[config.mk]
export PLATFORM = sky130hd
export DESIGN_NAME = cpu_checker_pro
export DESIGN_NICKNAME = d
export VERILOG_FILES = /design/src/rtl/cpu_checker_pkg.sv /design/src/rtl/cpu_checker_pro_char_class.sv /design/src/rtl/cpu_checker_pro.sv
export SDC_FILE = /design/constraint.sdc
export NUM_CORES = 1
export LEC_CHECK = 0
export CORE_AREA = 2 2 146 148
export CTS_BUF_LIST = sky130_fd_sc_hd__clkbuf_4 sky130_fd_sc_hd__clkbuf_8
export DETAILED_ROUTE_END_ITERATION = 8
export DIE_AREA = 0 0 148 150
export PLACE_DENSITY = 0.6
export SYNTH_ARGS = -nofsm -noshare
export SYNTH_HDL_FRONTEND = slang
export SYNTH_SLANG_ARGS = --single-unit
[constraint.sdc]
create_clock -name clk -period 3.6 [get_ports clk]
set_clock_uncertainty 0.1 [all_clocks]
set_input_delay 0.72 -clock clk [delete_from_list [all_inputs] [get_ports clk]]
set_output_delay 0.72 -clock clk [all_outputs]
set_load 0.1 [all_outputs]
[src/rtl/cpu_checker_pkg.sv]
// Shared definitions for the CPU trace-line checker: parse states, format codes,
// error-bit positions, grammar characters and the word range helpers.
package cpu_checker_pkg;

  typedef enum logic [3:0] {
    IDLE = 4'd0,
    TIME = 4'd1,
    PC   = 4'd2,
    SP1  = 4'd3,
    GRF  = 4'd4,
    ADDR = 4'd5,
    SP2  = 4'd6,
    LT   = 4'd7,
    SP3  = 4'd8,
    DATA = 4'd9,
    SP4  = 4'd10,
    DONE = 4'd11
  } state_t;

  localparam logic [1:0] FMT_NONE = 2'd0;
  localparam logic [1:0] FMT_REG  = 2'd1;
  localparam logic [1:0] FMT_MEM  = 2'd2;

  localparam int ERR_TIME = 0;
  localparam int ERR_PC   = 1;
  localparam int ERR_ADDR = 2;
  localparam int ERR_GRF  = 3;

  localparam logic [7:0] CH_CARET  = 8'h5e;
  localparam logic [7:0] CH_AT     = 8'h40;
  localparam logic [7:0] CH_COLON  = 8'h3a;
  localparam logic [7:0] CH_SP     = 8'h20;
  localparam logic [7:0] CH_DOLLAR = 8'h24;
  localparam logic [7:0] CH_STAR   = 8'h2a;
  localparam logic [7:0] CH_LT     = 8'h3c;
  localparam logic [7:0] CH_EQ     = 8'h3d;
  localparam logic [7:0] CH_HASH   = 8'h23;

  // Borrow-out of 33-bit differences avoids degenerate compares when a bound is zero.
  function automatic logic outside_range(input logic [31:0] v, input logic [31:0] lo,
                                         input logic [31:0] hi);
    logic [32:0] below;
    logic [32:0] above;
    below = {1'b0, v} - {1'b0, lo};
    above = {1'b0, hi} - {1'b0, v};
    return below[32] | above[32];
  endfunction

  function automatic logic word_bad(input logic [31:0] v, input logic [31:0] lo,
                                    input logic [31:0] hi);
    return (v[1:0] != 2'b00) | outside_range(v, lo, hi);
  endfunction

endpackage

[src/rtl/cpu_checker_pro_char_class.sv]
// Combinational ASCII classifier: decimal digit, lowercase hex digit, and nibble value.
module char_class (
  input  logic [7:0] char,
  output logic       is_dec,
  output logic       is_hex_lc,
  output logic [3:0] hex_val
);

  // Classify one character; uppercase A-F is deliberately not hex here.
  always_comb begin
    is_dec    = 1'b0;
    is_hex_lc = 1'b0;
    hex_val   = 4'h0;
    if ((char >= 8'h30) && (char <= 8'h39)) begin
      is_dec    = 1'b1;
      is_hex_lc = 1'b1;
      hex_val   = char[3:0];
    end else if ((char >= 8'h61) && (char <= 8'h66)) begin
      is_hex_lc = 1'b1;
      hex_val   = char[3:0] + 4'd9;
    end else begin
      is_dec    = 1'b0;
      is_hex_lc = 1'b0;
      hex_val   = 4'h0;
    end
  end

endmodule

[src/rtl/cpu_checker_pro.sv]
// Streaming checker for CPU register/memory write trace lines, one character per cycle;
// reports format and address/time/register errors for one cycle after the closing '#'.
module cpu_checker_pro
  import cpu_checker_pkg::*;
#(
  parameter int          TIME_DIGITS_MAX = 4,
  parameter int          GRF_DIGITS_MAX  = 4,
  parameter int          FREQ_W          = 16,
  parameter logic [31:0] PC_LO           = 32'h0000_3000,
  parameter logic [31:0] PC_HI           = 32'h0000_6ffc,
  parameter logic [31:0] ADDR_LO         = 32'h0000_0000,
  parameter logic [31:0] ADDR_HI         = 32'h0000_2ffc
) (
  input  logic              clk,
  input  logic              reset,
  input  logic [7:0]        char,
  input  logic [FREQ_W-1:0] freq,
  output logic [1:0]        format_type,
  output logic [3:0]        error_code
);

  localparam int TIME_W  = $clog2(10 ** TIME_DIGITS_MAX);
  localparam int GRF_W   = $clog2(10 ** GRF_DIGITS_MAX);
  localparam int CNT_TOP = (TIME_DIGITS_MAX > GRF_DIGITS_MAX)
                         ? ((TIME_DIGITS_MAX > 8) ? TIME_DIGITS_MAX : 8)
                         : ((GRF_DIGITS_MAX > 8) ? GRF_DIGITS_MAX : 8);
  localparam int CNT_W   = $clog2(CNT_TOP + 2);
  localparam int CMP_W   = (TIME_W > FREQ_W) ? TIME_W : FREQ_W;

  localparam logic [CNT_W-1:0] TIME_CNT_MAX = CNT_W'(TIME_DIGITS_MAX);
  localparam logic [CNT_W-1:0] GRF_CNT_MAX  = CNT_W'(GRF_DIGITS_MAX);
  localparam logic [CNT_W-1:0] HEX_CNT      = CNT_W'(4'd8);
  localparam logic [CNT_W-1:0] CNT_ZERO     = '0;
  localparam logic [CNT_W-1:0] CNT_ONE      = CNT_W'(1'b1);
  localparam logic [CNT_W-1:0] CNT_SAT      = '1;

  state_t            state;
  state_t            state_nx;
  logic [TIME_W-1:0] time_acc;
  logic [TIME_W-1:0] time_nx;
  logic [GRF_W-1:0]  grf_acc;
  logic [GRF_W-1:0]  grf_nx;
  logic [31:0]       hex_acc;
  logic [31:0]       hex_nx;
  logic [31:0]       pc_val;
  logic [31:0]       pc_nx;
  logic [31:0]       addr_val;
  logic [31:0]       addr_nx;
  logic [1:0]        fmt;
  logic [1:0]        fmt_nx;
  logic [CNT_W-1:0]  cnt;
  logic [CNT_W-1:0]  cnt_nx;
  logic [CNT_W-1:0]  cnt_inc;

  logic              is_dec;
  logic              is_hex_lc;
  logic [3:0]        hex_val;
  logic              time_cnt_ok;
  logic              grf_cnt_ok;
  logic              hex_cnt_ok;
  logic [CMP_W-1:0]  time_ext;
  logic [CMP_W-1:0]  mask_ext;

  char_class u_char_class (
    .char      (char),
    .is_dec    (is_dec),
    .is_hex_lc (is_hex_lc),
    .hex_val   (hex_val)
  );

  // The digit counter saturates so an over-long field is still caught at its terminator.
  assign cnt_inc     = (cnt == CNT_SAT) ? cnt : (cnt + CNT_ONE);
  assign time_cnt_ok = (cnt != CNT_ZERO) && (cnt <= TIME_CNT_MAX);
  assign grf_cnt_ok  = (cnt != CNT_ZERO) && (cnt <= GRF_CNT_MAX);
  assign hex_cnt_ok  = (cnt == HEX_CNT);
  assign time_ext    = CMP_W'(time_acc);
  assign mask_ext    = CMP_W'((freq >> 1) - FREQ_W'(1'b1));

  // Next-state and next-datapath logic: one grammar step per character.
  always_comb begin
    state_nx = IDLE;
    time_nx  = time_acc;
    grf_nx   = grf_acc;
    hex_nx   = hex_acc;
    pc_nx    = pc_val;
    addr_nx  = addr_val;
    fmt_nx   = fmt;
    cnt_nx   = cnt;
    if (char == CH_CARET) begin
      state_nx = TIME;
      time_nx  = '0;
      grf_nx   = '0;
      hex_nx   = 32'h0000_0000;
      pc_nx    = 32'h0000_0000;
      addr_nx  = 32'h0000_0000;
      fmt_nx   = FMT_NONE;
      cnt_nx   = CNT_ZERO;
    end else begin
      case (state)
        IDLE: state_nx = IDLE;
        TIME: begin
          if (is_dec) begin
            state_nx = TIME;
            time_nx  = TIME_W'(time_acc * TIME_W'(4'd10) + TIME_W'(hex_val));
            cnt_nx   = cnt_inc;
          end else if ((char == CH_AT) && time_cnt_ok) begin
            state_nx = PC;
            cnt_nx   = CNT_ZERO;
          end else begin
            state_nx = IDLE;
          end
        end
        PC: begin
          if (is_hex_lc) begin
            state_nx = PC;
            hex_nx   = {hex_acc[27:0], hex_val};
            cnt_nx   = cnt_inc;
          end else if ((char == CH_COLON) && hex_cnt_ok) begin
            state_nx = SP1;
            pc_nx    = hex_acc;
          end else begin
            state_nx = IDLE;
          end
        end
        SP1: begin
          if (char == CH_SP) begin
            state_nx = SP1;
          end else if (char == CH_DOLLAR) begin
            state_nx = GRF;
            fmt_nx   = FMT_REG;
            cnt_nx   = CNT_ZERO;
          end else if (char == CH_STAR) begin
            state_nx = ADDR;
            fmt_nx   = FMT_MEM;
            cnt_nx   = CNT_ZERO;
          end else begin
            state_nx = IDLE;
          end
        end
        GRF: begin
          if (is_dec) begin
            state_nx = GRF;
            grf_nx   = GRF_W'(grf_acc * GRF_W'(4'd10) + GRF_W'(hex_val));
            cnt_nx   = cnt_inc;
          end else if ((char == CH_SP) && grf_cnt_ok) begin
            state_nx = SP2;
          end else if ((char == CH_LT) && grf_cnt_ok) begin
            state_nx = LT;
          end else begin
            state_nx = IDLE;
          end
        end
        ADDR: begin
          if (is_hex_lc) begin
            state_nx = ADDR;
            hex_nx   = {hex_acc[27:0], hex_val};
            cnt_nx   = cnt_inc;
          end else if ((char == CH_SP) && hex_cnt_ok) begin
            state_nx = SP2;
            addr_nx  = hex_acc;
          end else if ((char == CH_LT) && hex_cnt_ok) begin
            state_nx = LT;
            addr_nx  = hex_acc;
          end else begin
            state_nx = IDLE;
          end
        end
        SP2: begin
          if (char == CH_SP) begin
            state_nx = SP2;
          end else if (char == CH_LT) begin
            state_nx = LT;
          end else begin
            state_nx = IDLE;
          end
        end
        LT: begin
          if (char == CH_EQ) begin
            state_nx = SP3;
            cnt_nx   = CNT_ZERO;
          end else begin
            state_nx = IDLE;
          end
        end
        SP3: begin
          if (char == CH_SP) begin
            state_nx = SP3;
          end else if (is_hex_lc) begin
            state_nx = DATA;
            hex_nx   = {hex_acc[27:0], hex_val};
            cnt_nx   = CNT_ONE;
          end else begin
            state_nx = IDLE;
          end
        end
        DATA: begin
          if (is_hex_lc) begin
            state_nx = DATA;
            hex_nx   = {hex_acc[27:0], hex_val};
            cnt_nx   = cnt_inc;
          end else if ((char == CH_SP) && hex_cnt_ok) begin
            state_nx = SP4;
          end else if ((char == CH_HASH) && hex_cnt_ok) begin
            state_nx = DONE;
          end else begin
            state_nx = IDLE;
          end
        end
        SP4: begin
          if (char == CH_SP) begin
            state_nx = SP4;
          end else if (char == CH_HASH) begin
            state_nx = DONE;
          end else begin
            state_nx = IDLE;
          end
        end
        DONE:    state_nx = IDLE;
        default: state_nx = IDLE;
      endcase
    end
  end

  // State and datapath registers with synchronous reset.
  always_ff @(posedge clk) begin
    if (reset) begin
      state    <= IDLE;
      time_acc <= '0;
      grf_acc  <= '0;
      hex_acc  <= 32'h0000_0000;
      pc_val   <= 32'h0000_0000;
      addr_val <= 32'h0000_0000;
      fmt      <= FMT_NONE;
      cnt      <= CNT_ZERO;
    end else begin
      state    <= state_nx;
      time_acc <= time_nx;
      grf_acc  <= grf_nx;
      hex_acc  <= hex_nx;
      pc_val   <= pc_nx;
      addr_val <= addr_nx;
      fmt      <= fmt_nx;
      cnt      <= cnt_nx;
    end
  end

  // Verdict is decoded from the registered record while in DONE only.
  always_comb begin
    format_type = FMT_NONE;
    error_code  = 4'b0000;
    if (state == DONE) begin
      format_type          = fmt;
      error_code[ERR_TIME] = |(time_ext & mask_ext);
      error_code[ERR_PC]   = word_bad(pc_val, PC_LO, PC_HI);
      error_code[ERR_ADDR] = (fmt == FMT_MEM) && word_bad(addr_val, ADDR_LO, ADDR_HI);
      error_code[ERR_GRF]  = (fmt == FMT_REG) && (32'(grf_acc) > 32'd31);
    end else begin
      format_type = FMT_NONE;
      error_code  = 4'b0000;
    end
  end

endmodule

==> flow_summary_export.csv <==
group,metric,value,unit
sta,worst_pin_slew,790,ps
pwr,power.total,2.77,mW
synthesis,synthFlopType,"dfxtp_1",
global_routing,grt_pass1_vias,6254,
floorplan,fp.dieArea,0.0222,mm2
synthesis,synth_compound_area_share,18.0,%
worst_setup_path,end_kind,"primary output",
routing,drt_pass1_iterations,4,
global_routing,overflow,0,
synthesis,ys_seq_area_share,34.7,%
worst_setup_path,startpoint_type,"input port",
global_routing,met1_usage,21.1,%
synthesis,syn_avg_cell_area,7.88,um2
worst_hold_path,hold_path_class,"flop to flop",
flow_run,maxCapViolCount,0,
global_routing,grt_pass1_wl,29900,um
synthesis,synth-xor-area-share,6.97,%
global_routing,gr-usage-met3,3.23,%
cts,clk_pin_slew,70,ps
worst_setup_path,critPathMaxFanout,2,
cts,clock_path_buffers,2,
cts,cts.sinks,124,
routing,drt_iter0_markers,407,
sta,fmax,284,MHz
worst_setup_path,critPathTopFamily,"simple AND/OR/NAND/NOR gates",
floorplan,die_x,148,um
routing,viasPerCell,5.11,
floorplan,die_h,150,um
sta,fin_crit_sh,97.8,%
placed_design,dp_hpwl,13200,um
synthesis,synth_cell_type_count,68,
synthesis,syn_area,0.00715,mm2
status,outcome,"completed",
worst_setup_path,crit_buf_inv,2,
global_routing,top_usage_layer,"met2",
final_layout,design_area,0.00890,mm2
worst_setup_path,crit_type,"input port to primary output",
sta,drv_slew,0,
synthesis,synth_top_area_share,34.7,%
pwr,peakVddDrop,0.180,mV
placed_design,io_buffers,29,
synthesis,synth_top_family_by_area,"simple AND/OR/NAND/NOR gates",
pwr,leakagePower,3.37,nW
worst_setup_path,cp_slowest_cell,"or4_4",
placed_design,gp_routability_congestion,0.846,
worst_setup_path,crit_required,2780,ps
synthesis,syn_nets,988,
cts,numCtsBuffers,17,
final_layout,area_growth,24.5,%
synthesis,synth_area_leaders,"dfxtp_1 35%, nand2_1 11%, ha_1 8.9%",
pwr,clkPwrFrac,44.8,%
final_layout,drive_gt1_share,17.6,%
cts,cts_tree,"built",
pwr,cellPowerDensity,311,mW/mm2
routing,wl,17800,um
routing,vias,6518,
synthesis,synthArstFlopShare,0,%
worst_setup_path,crit_arrival,2700,ps
pwr,swShare,24.5,%
synthesis,synth_top_area_cell,"dfxtp_1",
pwr,power_frac_comb,5.7,%
routing,antenna_left,0,
final_layout,layout.nets,1068,
final_layout,fillers,2149,
routing,wl_per_cell,14.0,um
sta,min_period,3520,ps
synthesis,synthMuxAreaShare,1.26,%
cts,clkLatencyLatePin,430,ps
floorplan,row_count,53,
global_routing,grtUsageTotal,16.5,%
synthesis,synth_fa_ha_area_share,10.2,%
routing,drc_errors,0,
synthesis,synth_edf_count,0,
global_routing,grt_max_degree,38,
final_layout,num_antenna_cells,0,
synthesis,yosys_warnings,0,
floorplan,initial_core_util,34.5,%
global_routing,gr-usage-met2,28.4,%
worst_setup_path,cpPeakStageDelay,520,ps
sta,rsz0062_at_grt,"yes",
synthesis,post_synth_and_or_nand_nor_area_fraction,25.0,%
worst_setup_path,r2r_slack,310,ps
pwr,seqPwrFrac,49.6,%
global_routing,grt_antenna_before_repair,0,
synthesis,synth-seq-cells,124,
floorplan,core-area,0.0207,mm2
cts,htree_levels,4,
floorplan,io_pins,32,
cts,root_buffer,"clkbuf_8",
worst_setup_path,cp_cell_sequence,"buf_6 > or4_4 > or3_4 > or2_4 > xnor2_1 > a221oi_2 > a31oi_4 > buf_12",
pwr,switchingPower,680,uW
pwr,p_int,2.09,mW
sta,slew_headroom,47.2,%
sta,finalSetupViolCount,0,
sta,hold_viol,0,
synthesis,postSynthCellCount,907,
placed_design,placed_cell_area,0.00833,mm2
==> cell usage in the layout (no fill, tap or decap), types with 9 or more instances in the layout <==
cell type | netlist | final
a211oi_1 | 19 | 19
a21o_1 | 9 | 9
a21oi_1 | 121 | 120
buf_4 | 2 | 80
clkbuf_8 | 0 | 18
clkdlybuf4s50_1 | 0 | 9
dfxtp_1 | 124 | 124
ha_1 | 51 | 46
inv_1 | 16 | 13
mux2i_1 | 9 | 9
nand2_1 | 208 | 204
nand3_1 | 19 | 18
nand4_1 | 9 | 9
nor2_1 | 51 | 47
nor2b_1 | 10 | 10
nor3_1 | 21 | 16
nor4_1 | 15 | 13
o21ai_0 | 14 | 12
xnor2_1 | 32 | 32
xor2_1 | 23 | 22
==> per-layer routing <==
metal  routed length (um)  up-vias  part of all wire, %
met3                  543       12                  3.0
li1                     -     3348                    -
met5                    0        -                    0
met2                 8640       91                   48
met1                 8440     3067                   47
met4                  194        0                  1.1
==> cells in the mapped netlist, types with 3 or more instances <==
library cell / count
a41oi_1: 3
xnor2_1: 32
inv_1: 16
nand4_1: 9
a21o_1: 9
o211ai_1: 6
o21ai_0: 14
nand2b_1: 8
buf_2: 15
and2_1: 3
a21oi_1: 121
a31oi_1: 7
fa_1: 4
a222oi_1: 3
nor3_1: 21
o21ai_1: 3
and3_1: 8
mux2i_1: 9
o22ai_1: 3
a211oi_1: 19
nor4_1: 15
nor2_1: 51
dfxtp_1: 124
or4_1: 3
ha_1: 51
a22oi_1: 3
nor2b_1: 10
xor2_1: 23
nand2_1: 208
clkbuf_1: 28
nand3_1: 19
buf_1: 5
a311oi_1: 3
nor3b_1: 6
nand3b_1: 4
==> final timing paths <==
kind | from | cells after the start | to
hold / removal | pc_val[10] | 2 | pc_val[10]
setup / recovery | freq[7] | 8 | error_code[0]
setup reg to reg | grf_acc[1] | 11 | grf_acc[13]
hold reg to reg | pc_val[10] | 2 | pc_val[10]
==> layout make-up <==
type                    count  area [um2]  share of cell area (%)
inverters                  16        60.1                   0.675
flip-flops and latches    124        2480                    27.9
clock inverters            14         159                    1.79
well taps                 275         344                    3.87
clock buffers              18         248                    2.78
multi-input cells         717        4600                    51.7
repair buffers            111        1000                    11.3
==> flip-flops by register name, indices dropped and copies added (netlist names) <==
name      count
state         4
hex_acc      32
pc_val       32
cnt           4
grf_acc      14
fmt           2
time_acc     14
addr_val     22
==> worst reg2reg max path: stages (launching register included) <==
cell	delay [ps]
dfxtp_1	420
ha_1	260
ha_1	230
fa_1	430
a21o_1	240
a311oi_1	320
and4b_1	290
nand2b_1	190
nor4_2	280
xnor2_1	160
xnor2_1	80
a211oi_1	210
==> through the flow <==
step | setup slack, ps | setup TNS (ps) | hold WS, ps | cells | utilization [%]
finish | 77.9 | 0 | 353 | 1275 | 43.0
global route | -86.0 | -345 | 369 | 1275 | 43.0
CTS | -63.9 | -63.9 | 356 | 1274 | 42.5
detailed placement | -714 | -8340 | 345 | 1240 | 40.3
global placement | -613 | -7120 | 337 | 1240 | 40.3
floorplan | -426 | -462 | 331 | 907 | -
==> logic make-up (layout without fill, tap and decap cells) <==
kind of cell,Yosys count,count (layout)
xor gates and xnor gates,56,56
DFF,124,124
and+or+nand+nor,384,384
buffers and inverters,66,159
muxes,9,9
AOI/OAI and AO/OA,212,212
adders and majority gates,56,56
==> power by group through the flow <==
stage	Clock [mW]	Combinational, mW	Sequential (mW)
3_3_place_gp	0	0.149	1.41
5_1_grt	1.34	0.169	1.37
3_5_place_dp	0	0.149	1.41
2_1_floorplan	0	0.0592	1.40
6_report	1.24	0.157	1.37
4_1_cts	1.27	0.151	1.37
==> what timing repair did <==
item                                    CTS  global route
hold buffers                              0             0
endpoints found under the setup margin   10             9
pin swaps                                23            22
resized for setup                        31            29
buffers inserted                          3             1
Power figures use the tool's default switching activity.
